==> src/rtl/crack_pkg.sv <==
// Shared types and default sizing for the ARC4 key-space scheduler.
package crack_pkg;

    typedef enum logic [1:0] {
        IDLE,
        DISPATCH,
        DRAIN
    } state_e;

    localparam int DEF_KEY_W      = 24;
    localparam int DEF_CHUNK_LOG2 = 12;

endpackage

==> src/rtl/rr_arbiter.sv <==
// Combinational round-robin arbiter: grants the first requester at or after
// the pointer, wrapping around, as a one-hot vector.
module rr_arbiter #(
    parameter int N  = 2,
    parameter int PW = (N > 1) ? $clog2(N) : 1
) (
    input  logic [N-1:0]  req_i,
    input  logic [PW-1:0] ptr_i,
    output logic [N-1:0]  grant_o
);

    logic          hit;
    logic [PW-1:0] idx;

    always_comb begin
        grant_o = '0;
        hit     = 1'b0;
        idx     = '0;
        for (int k = 0; k < N; k++) begin
            idx = PW'((int'(ptr_i) + k) % N);
            if (!hit && req_i[idx]) begin
                grant_o[idx] = 1'b1;
                hit          = 1'b1;
            end
        end
    end

endmodule

==> src/rtl/crack_scheduler.sv <==
// Splits the ARC4 key space into chunks, hands them round-robin to the crack
// cores, and reports the first key found or exhaustion of the space.
module crack_scheduler
    import crack_pkg::*;
#(
    parameter int NCORES     = 2,
    parameter int KEY_W      = DEF_KEY_W,
    parameter int CHUNK_LOG2 = DEF_CHUNK_LOG2
) (
    input  logic                    clk,
    input  logic                    rst_n,
    input  logic                    en,
    output logic                    rdy,
    output logic [KEY_W-1:0]        key,
    output logic                    key_valid,
    output logic [NCORES-1:0]       core_en,
    output logic [KEY_W-1:0]        core_base,
    output logic                    core_abort,
    input  logic [NCORES-1:0]       core_rdy,
    input  logic [NCORES-1:0]       core_done,
    input  logic [NCORES-1:0]       core_found,
    input  logic [NCORES*KEY_W-1:0] core_key
);

    localparam int CIDX_W = KEY_W - CHUNK_LOG2;
    localparam int CNT_W  = CIDX_W + 1;
    localparam int PW     = (NCORES > 1) ? $clog2(NCORES) : 1;
    localparam logic [CNT_W-1:0] LAST_CNT = {1'b1, {CIDX_W{1'b0}}};

    state_e             state_q;
    logic [CNT_W-1:0]   chunk_q;
    logic [CNT_W-1:0]   chunk_d;
    logic [NCORES-1:0]  busy_q;
    logic [PW-1:0]      rr_q;
    logic [KEY_W-1:0]   key_q;
    logic               key_valid_q;
    logic [NCORES-1:0]  core_en_q;
    logic [KEY_W-1:0]   core_base_q;
    logic               core_abort_q;
    logic               rdy_q;

    logic               idle_start;
    logic [CNT_W-1:0]   cur_chunk;
    logic [PW-1:0]      arb_ptr;
    logic [NCORES-1:0]  req;
    logic [NCORES-1:0]  grant;
    logic [PW-1:0]      rr_next;
    logic               found_any;
    logic [KEY_W-1:0]   found_key;
    logic               take_found;
    logic               launch_ok;
    logic               launch;
    logic [KEY_W-1:0]   launch_base;

    // The start cycle itself can launch chunk 0, so it sees a cleared counter and pointer.
    assign idle_start  = (state_q == IDLE) && en;
    assign cur_chunk   = (state_q == IDLE) ? '0 : chunk_q;
    assign arb_ptr     = (state_q == IDLE) ? '0 : rr_q;
    assign req         = core_rdy & ~busy_q;
    assign take_found  = ((state_q == DISPATCH) || (state_q == DRAIN)) && found_any && !key_valid_q;
    assign launch_ok   = idle_start || ((state_q == DISPATCH) && !take_found && (chunk_q != LAST_CNT));
    assign launch      = launch_ok && (grant != '0);
    assign launch_base = {cur_chunk[CIDX_W-1:0], {CHUNK_LOG2{1'b0}}};
    assign chunk_d     = launch ? (cur_chunk + CNT_W'(1)) : (idle_start ? '0 : chunk_q);

    rr_arbiter #(
        .N  (NCORES),
        .PW (PW)
    ) u_arb (
        .req_i   (req),
        .ptr_i   (arb_ptr),
        .grant_o (grant)
    );

    always_comb begin
        rr_next = rr_q;
        for (int i = 0; i < NCORES; i++) begin
            if (grant[i]) begin
                rr_next = PW'((i + 1) % NCORES);
            end
        end
    end

    // Descending scan so the lowest-index core wins a simultaneous find.
    always_comb begin
        found_any = 1'b0;
        found_key = '0;
        for (int i = NCORES - 1; i >= 0; i--) begin
            if (core_done[i] && core_found[i]) begin
                found_any = 1'b1;
                found_key = core_key[i*KEY_W +: KEY_W];
            end
        end
    end

    always_ff @(posedge clk or negedge rst_n) begin
        if (!rst_n) begin
            state_q      <= IDLE;
            chunk_q      <= '0;
            busy_q       <= '0;
            rr_q         <= '0;
            key_q        <= '0;
            key_valid_q  <= 1'b0;
            core_en_q    <= '0;
            core_base_q  <= '0;
            core_abort_q <= 1'b0;
            rdy_q        <= 1'b1;
        end else begin
            core_en_q    <= launch ? grant : '0;
            core_base_q  <= launch ? launch_base : '0;
            core_abort_q <= 1'b0;
            busy_q       <= (busy_q & ~core_done) | (launch ? grant : '0);
            chunk_q      <= chunk_d;
            if (launch) begin
                rr_q <= rr_next;
            end

            case (state_q)
                IDLE: begin
                    if (en) begin
                        key_q       <= '0;
                        key_valid_q <= 1'b0;
                        rdy_q       <= 1'b0;
                        state_q     <= DISPATCH;
                        if (!launch) begin
                            rr_q <= '0;
                        end
                    end
                end
                DISPATCH: begin
                    if (take_found) begin
                        key_q        <= found_key;
                        key_valid_q  <= 1'b1;
                        core_abort_q <= 1'b1;
                        state_q      <= DRAIN;
                    end else if (chunk_d == LAST_CNT) begin
                        state_q <= DRAIN;
                    end
                end
                DRAIN: begin
                    if (take_found) begin
                        key_q        <= found_key;
                        key_valid_q  <= 1'b1;
                        core_abort_q <= 1'b1;
                    end else if (busy_q == '0) begin
                        state_q <= IDLE;
                        rdy_q   <= 1'b1;
                    end
                end
                default: begin
                    state_q <= IDLE;
                    rdy_q   <= 1'b1;
                end
            endcase
        end
    end

    assign rdy        = rdy_q;
    assign key        = key_q;
    assign key_valid  = key_valid_q;
    assign core_en    = core_en_q;
    assign core_base  = core_base_q;
    assign core_abort = core_abort_q;

endmodule

==> config.mk <==
export PLATFORM = sky130hd
export DESIGN_NAME = crack_scheduler
export DESIGN_NICKNAME = d
export VERILOG_FILES = /design/src/rtl/crack_pkg.sv /design/src/rtl/rr_arbiter.sv /design/src/rtl/crack_scheduler.sv
export SDC_FILE = /design/constraint.sdc
export NUM_CORES = 1
export LEC_CHECK = 0
export ABC_CLOCK_PERIOD_IN_PS = 9800
export BUFFER_PORTS_ARGS = -buffer_cell sky130_fd_sc_hd__buf_2
export CORE_ASPECT_RATIO = 0.6
export CORE_UTILIZATION = 30
export DETAILED_ROUTE_END_ITERATION = 10
export GPL_ROUTABILITY_DRIVEN = 1
export PLACE_DENSITY = 0.59
export SYNTH_ARGS = -nofsm -noshare
export SYNTH_HDL_FRONTEND = slang
export SYNTH_SLANG_ARGS = --single-unit
==> constraint.sdc <==
create_clock -name clk -period 9.8 [get_ports clk]
set_input_delay 0.98 -clock clk [delete_from_list [all_inputs] [get_ports clk]]
set_output_delay 0.98 -clock clk [all_outputs]
set_load 0.02 [all_outputs]
==> results of run 1 <==
power breakdown:
group          internal (mW)  switching, mW  leakage [nW]  total, mW
clock network          0.180          0.103         0.137      0.283
logic                  0.144          0.299          1.16      0.443
registers              0.310         0.0489         0.803      0.359
cells by family (layout without fill, tap and decap cells):
logic type | count (synthesis) | after routing | synth area share
xor gates and xnor gates | 6 | 6 | 0.0160
other | 1 | 12 | 0.00114
DFF | 59 | 59 | 0.451
AOI/OAI and AO/OA | 90 | 90 | 0.169
buffers and inverters | 41 | 122 | 0.0695
and+or+nand+nor | 116 | 116 | 0.191
adders and majority gates | 5 | 5 | 0.0191
muxes | 27 | 27 | 0.0832
final cells by class:
| class | instances | share of cell area |
|---|---|---|
| inverters | 9 | 0.00830 |
| multi-input cells | 256 | 0.397 |
| flip-flops and latches | 59 | 0.363 |
| clock buffers | 11 | 0.0621 |
| repair buffers | 99 | 0.123 |
| well taps | 139 | 0.0427 |
| clock inverters | 3 | 0.00369 |
registers in the layout, indices dropped and copies added (netlist names):
register / cells
rdy: 1
rr_q: 1
key: 24
core_abort: 1
chunk_q: 13
state_q: 2
core_en: 2
core_base: 12
busy_q: 2
key_valid: 1
Yosys cell counts (3+ instances only):
cell type   n
buf_2       5
buf_4      14
xnor2_1     4
nand4_1     4
o21ai_0    43
nand2_1    48
a22o_1      3
o21a_1      3
ha_1        5
nand2b_1    5
nor2b_1     3
buf_1       3
o211ai_1    3
dfrtp_1    58
a21oi_1    12
mux2i_1    25
inv_1       8
nand3_1     4
nor3_1      7
a31oi_1     4
o31ai_1     3
nor2_1     13
clkbuf_1    8
o22ai_1     3
and2_1     16
through the flow:
| step | utilization | power [mW] | worst slack, ns | instance area [um2] | std cells |
|---|---|---|---|---|---|
| finish | 0.384 | 1.08 | 5.78 | 4070 | 576 |
| detailed placement | 0.359 | 0.801 | 5.87 | 3800 | 562 |
| global placement | 0.359 | 0.796 | 6.05 | 3800 | 562 |
| floorplan | - | 0.669 | 6.68 | 3320 | 356 |
| global route | 0.384 | 1.16 | 5.46 | 4070 | 576 |
| CTS | 0.384 | 1.09 | 5.88 | 4070 | 576 |
tightest hold or removal path, cell delays in order (launching register included):
cell	delay, ns
dfrtp_1	0.33
nand2_1	0.04
o21ai_0	0.06
worst paths after layout:
path,startpoint,cells past startpoint,endpoint
setup / recovery,state_q[0],13,state_q[1]
hold / removal,key[8],2,key[8]
setup reg to reg,state_q[0],13,state_q[1]
hold reg to reg,key[8],2,key[8]
max in group asynchronous,rst_n,2,chunk_q[10]
min in group asynchronous,rst_n,2,key[8]
metal layers:
metal,up-vias,wire length (um)
met1,1368,4280
li1,1380,-
met3,11,686
met2,94,3490
met5,-,0
met4,0,115
==> results.sh, run 1 <==
export IMPL_route_detailed_drc=0
export IMPL_crit_chain="inv_1 -> ha_1 -> clkinv_1 -> nand2_1 -> inv_1 -> ha_1 -> xnor2_1 -> a41oi_1 -> nor3_1 -> nand4_1 -> a211oi_2 -> mux2_1 -> o211ai_1"
export IMPL_clock_latency_ns=0.33
export IMPL_clkSlewWorstSetupHoldPaths_ns=0.05
export IMPL_max_cap_violations=0
export IMPL_fin_crit_sh=0.410
export IMPL_hold_slack_ns=0.472
export IMPL_dp_hpwl_mm=6.20
export IMPL_layout_commonest_cell="buf_2"
export IMPL_netlist_area_leader_share=0.443
export IMPL_fin_tns_setup_ns=0
export IMPL_finalClockSkew_ns=0.00802
export IMPL_fill_cells=1051
export IMPL_critPathSlowestCell="ha_1"
export IMPL_grt_max_degree=60
export IMPL_avgViaCountPerCell=4.95
export IMPL_p_per_area_mw_per_mm2=266
export IMPL_grt_usage=0.164
export IMPL_vias=2853
export IMPL_synthCells=345
export IMPL_cts_made_buffers=9
export IMPL_dr_pass1_iters=4
export IMPL_cp_top_family="adder cells"
export IMPL_synth_warnings=0
export IMPL_post_cts_buffers=0
export IMPL_wl_per_cell_um=14.9
export IMPL_synth_edf_count=0
export IMPL_root_buffer="clkbuf_16"
export IMPL_floorplan_initialDensity=0.309
export IMPL_cts_sinks=59
export IMPL_critPathArrivalTime_ns=4.26
export IMPL_htree_levels=3
export IMPL_layout_common_cells="buf_2, dfrtp_1, nand2_1, o21ai_0, mux2i_1"
export IMPL_cts_resized_gates=0
export IMPL_grt_util_met1=0.247
export IMPL_power_leakage_nw=2.10
export IMPL_boundaryPins=110
export IMPL_clockBufferDepth=2
export IMPL_die_area_mm2=0.0114
export IMPL_core_mm2=0.0106
export IMPL_max_freq_mhz=249
export IMPL_ys_seq_area_frac=0.451
export IMPL_critPathKind="flip-flop to flip-flop"
export IMPL_antenna_found_initial=0
export IMPL_mappedNetlistArea_mm2=0.00328
export IMPL_cp_max_fo=28
export IMPL_hold_violations=0
export IMPL_diodes=0
export IMPL_synth_cell_types=59
export IMPL_path_buf_inv=3
export IMPL_holdBufCountCts=0
export IMPL_reg2reg_slack_ns=5.78
export IMPL_grt_ovfl_total=0
export IMPL_grt_most_used_layer="met1"
export IMPL_met2_usage=0.214
export IMPL_cp_required_ns=10.04
export IMPL_gp_congestion=0.849
export IMPL_grt_pass1_wl_mm=14.2
export IMPL_port_buffers=97
export IMPL_relSlewSlack=0.257
export IMPL_drive_gt1_frac=0.284
export IMPL_synth_area_leaders="dfrtp_1, mux2i_1, o21ai_0, nand2_1, buf_4"
export IMPL_multi_input_area_mm2=0.00162
export IMPL_use_met3=0.0543
export IMPL_final_nets=496
export IMPL_finalCriticalPeriod_ns=4.02
export IMPL_endpoint_kind="flip-flop"
export IMPL_area_growth_syn_to_layout_pct=24.2
export IMPL_grt_pass1_vias=2725
export IMPL_synth_area_per_cell_um2=9.50
export IMPL_async_flop_share=1.00
export IMPL_ys_flop_type="dfrtp_1"
export IMPL_drt_initial_drc_count=299
export IMPL_fp_dieH_um=83.0
export IMPL_layout_area_seq_mm2=0.00148
export IMPL_die_w_um=137
export IMPL_cts_tree="done"
export IMPL_drt_total_wl_mm=8.57
export IMPL_synth_top_cell_by_area="dfrtp_1"
export IMPL_slew_violations=0
export IMPL_vdd_drop_max_v=0.000113
export IMPL_rsz0062_at_grt="false"
export IMPL_final_antenna_net_count=0
export IMPL_cp_start_kind="flip-flop"
export IMPL_setup_viol=0
export IMPL_status="complete, no violations"
export IMPL_num_rows=29
export IMPL_synth_seq_cells=59
export IMPL_max_slew_worst_pin_slew_ns=1.11
export IMPL_slowest_delay_ns=0.81
export IMPL_min_path_type="flip-flop to flip-flop"
No activity file was read; power rests on OpenSTA's default activity.
==> run 2: changes to the inputs <==
--- a/config.mk
+++ b/config.mk
@@ -5,7 +5,7 @@
 export SDC_FILE = /design/constraint.sdc
 export NUM_CORES = 1
 export LEC_CHECK = 0
-export ABC_CLOCK_PERIOD_IN_PS = 9800
+export ABC_CLOCK_PERIOD_IN_PS = 3730
 export BUFFER_PORTS_ARGS = -buffer_cell sky130_fd_sc_hd__buf_2
 export CORE_ASPECT_RATIO = 0.6
 export CORE_UTILIZATION = 30
==> constraint.sdc (replaced) <==
create_clock -name clk -period 3.73 [get_ports clk]
set_input_delay 0.373 -clock clk [delete_from_list [all_inputs] [get_ports clk]]
set_output_delay 0.373 -clock clk [all_outputs]
set_load 0.02 [all_outputs]
==> results.sh, run 2 (same netlist as run 1, synthesis figures left out) <==
export IMPL_status="complete, no violations"
export IMPL_layout_common_cells="buf_2, dfrtp_1, nand2_1, o21ai_0, mux2i_1"
export IMPL_finalClockSkew_ns=0.00693
export IMPL_die_area_mm2=0.0114
export IMPL_diodes=0
export IMPL_cp_max_fo=12
export IMPL_max_freq_mhz=303
export IMPL_place_ws_ns=0.491
export IMPL_final_nets=500
export IMPL_num_rows=29
export IMPL_layout_setup_ws_ns=0.432
export IMPL_endpoint_kind="flip-flop"
export IMPL_setup_viol=0
export IMPL_drive_gt1_frac=0.287
export IMPL_rsz0062_at_grt="false"
export IMPL_critPathArrivalTime_ns=3.53
export IMPL_grt_usage=0.166
export IMPL_avgViaCountPerCell=4.86
export IMPL_area_growth_syn_to_layout_pct=26.0
export IMPL_drt_initial_drc_count=249
export IMPL_switching_share=0.402
export IMPL_route_detailed_drc=0
export IMPL_drt_total_wl_mm=8.61
export IMPL_grt_max_degree=33
export IMPL_path_buf_inv=3
export IMPL_wl_per_cell_um=14.8
export IMPL_grt_pass1_wl_mm=14.4
export IMPL_fin_crit_sh=0.884
export IMPL_vias=2821
export IMPL_p_per_area_mw_per_mm2=713
export IMPL_root_buffer="clkbuf_16"
export IMPL_vdd_drop_max_v=0.000321
export IMPL_die_w_um=137
export IMPL_cts_resized_gates=0
export IMPL_clockPowerShare=0.279
export IMPL_cts_made_buffers=9
export IMPL_htree_levels=3
export IMPL_relSlewSlack=0.313
export IMPL_dr_pass1_iters=4
export IMPL_clkSlewWorstSetupHoldPaths_ns=0.05
export IMPL_post_cts_buffers=0
export IMPL_grt_pass1_vias=2803
export IMPL_core_mm2=0.0106
export IMPL_hold_slack_ns=0.0652
export IMPL_max_slew_worst_pin_slew_ns=1.03
export IMPL_gp_congestion=0.937
export IMPL_final_antenna_net_count=0
export IMPL_dp_hpwl_mm=6.48
export IMPL_seq_power_share=0.319
export IMPL_boundaryPins=110
export IMPL_clockBufferDepth=2
export IMPL_fin_util=0.390
export IMPL_cp_required_ns=3.97
export IMPL_fin_tns_setup_ns=0
export IMPL_max_cap_violations=0
export IMPL_cp_start_kind="flip-flop"
export IMPL_clock_latency_ns=0.33
export IMPL_internal_power_mw=1.76
export IMPL_antenna_found_initial=0
export IMPL_slowest_delay_ns=0.50
export IMPL_layout_commonest_cell="buf_2"
export IMPL_grt_ovfl_total=0
export IMPL_switchingPower_mw=1.18
export IMPL_cp_top_family="simple AND/OR/NAND/NOR gates"
export IMPL_critPathSlowestCell="nor4_1"
export IMPL_hold_violations=0
export IMPL_floorplan_initialDensity=0.309
export IMPL_power_leakage_nw=2.12
export IMPL_min_path_type="input pin to asynchronous set/reset pin"
export IMPL_cts_sinks=59
export IMPL_largest_reg_flops=24
export IMPL_finalCriticalPeriod_ns=3.30
export IMPL_fp_dieH_um=83.0
export IMPL_port_buffers=97
export IMPL_p_comb_frac=0.402
export IMPL_holdBufCountCts=0
export IMPL_slew_violations=0
export IMPL_crit_chain="inv_1 -> ha_1 -> clkinv_1 -> nand2_1 -> inv_1 -> ha_1 -> nand2_1 -> nor4_1 -> mux2i_1 -> a31oi_1 -> a211oi_2 -> mux2_1 -> o211ai_1"
export IMPL_critPathKind="flip-flop to flip-flop"
export IMPL_cts_tree="done"
[run 2: final timing paths]
check | end | slack, ns | cells after the start | start
worst max-delay path | state_q[1] | 0.43 | 13 | state_q[0]
worst min-delay path | key[8] | 0.07 | 1 | rst_n
worst max register to register | state_q[1] | 0.43 | 13 | state_q[0]
worst min register to register | key[3] | 0.47 | 2 | key[3]
max in group asynchronous | rdy | 2.76 | 2 | rst_n
min in group clk | key[21] | 0.33 | 3 | core_key[21]
[run 2: power by group through the flow]
stage	clock (mW)	sequential [mW]	combinational, mW
floorplan	0	1.07	0.689
global placement	0	0.942	1.18
detailed placement	0	0.948	1.18
CTS	0.849	0.939	1.18
global route	0.871	0.963	1.32
finish	0.822	0.939	1.18
[run 2: layout make-up]
cell class | count | area (um2)
clock buffer | 13 | 260
clock inverter | 2 | 35.0
fill | 1068 | 6470
inverter | 9 | 33.8
multi-input combinational | 256 | 1620
sequential | 59 | 1480
tap | 139 | 174
timing repair buffer | 103 | 531
[run 2: layer usage]
layer / wire length (um) / global-route usage
met1: 4230 / 0.242
met2: 3600 / 0.226
met3: 677 / 0.0476
met4: 107 / 0.0649
met5: 0 / 0
[run 2: worst reg2reg max path, stage by stage (launching register included)]
cell and delay, ns:
dfrtp_1 0.43, inv_1 0.09, ha_1 0.35, clkinv_1 0.11, nand2_1 0.08, inv_1 0.08
ha_1 0.28, nand2_1 0.23, nor4_1 0.50, mux2i_1 0.24, a31oi_1 0.10, a211oi_2 0.26
mux2_1 0.36, o211ai_1 0.10
[run 2: per-stage QoR]
stage,instance area (um2),cells,power [mW]
6_report,4130,581,2.94
3_5_place_dp,3830,566,2.13
3_3_place_gp,3830,566,2.12
2_1_floorplan,3320,356,1.76
5_1_grt,4130,581,3.15
4_1_cts,4130,581,2.97
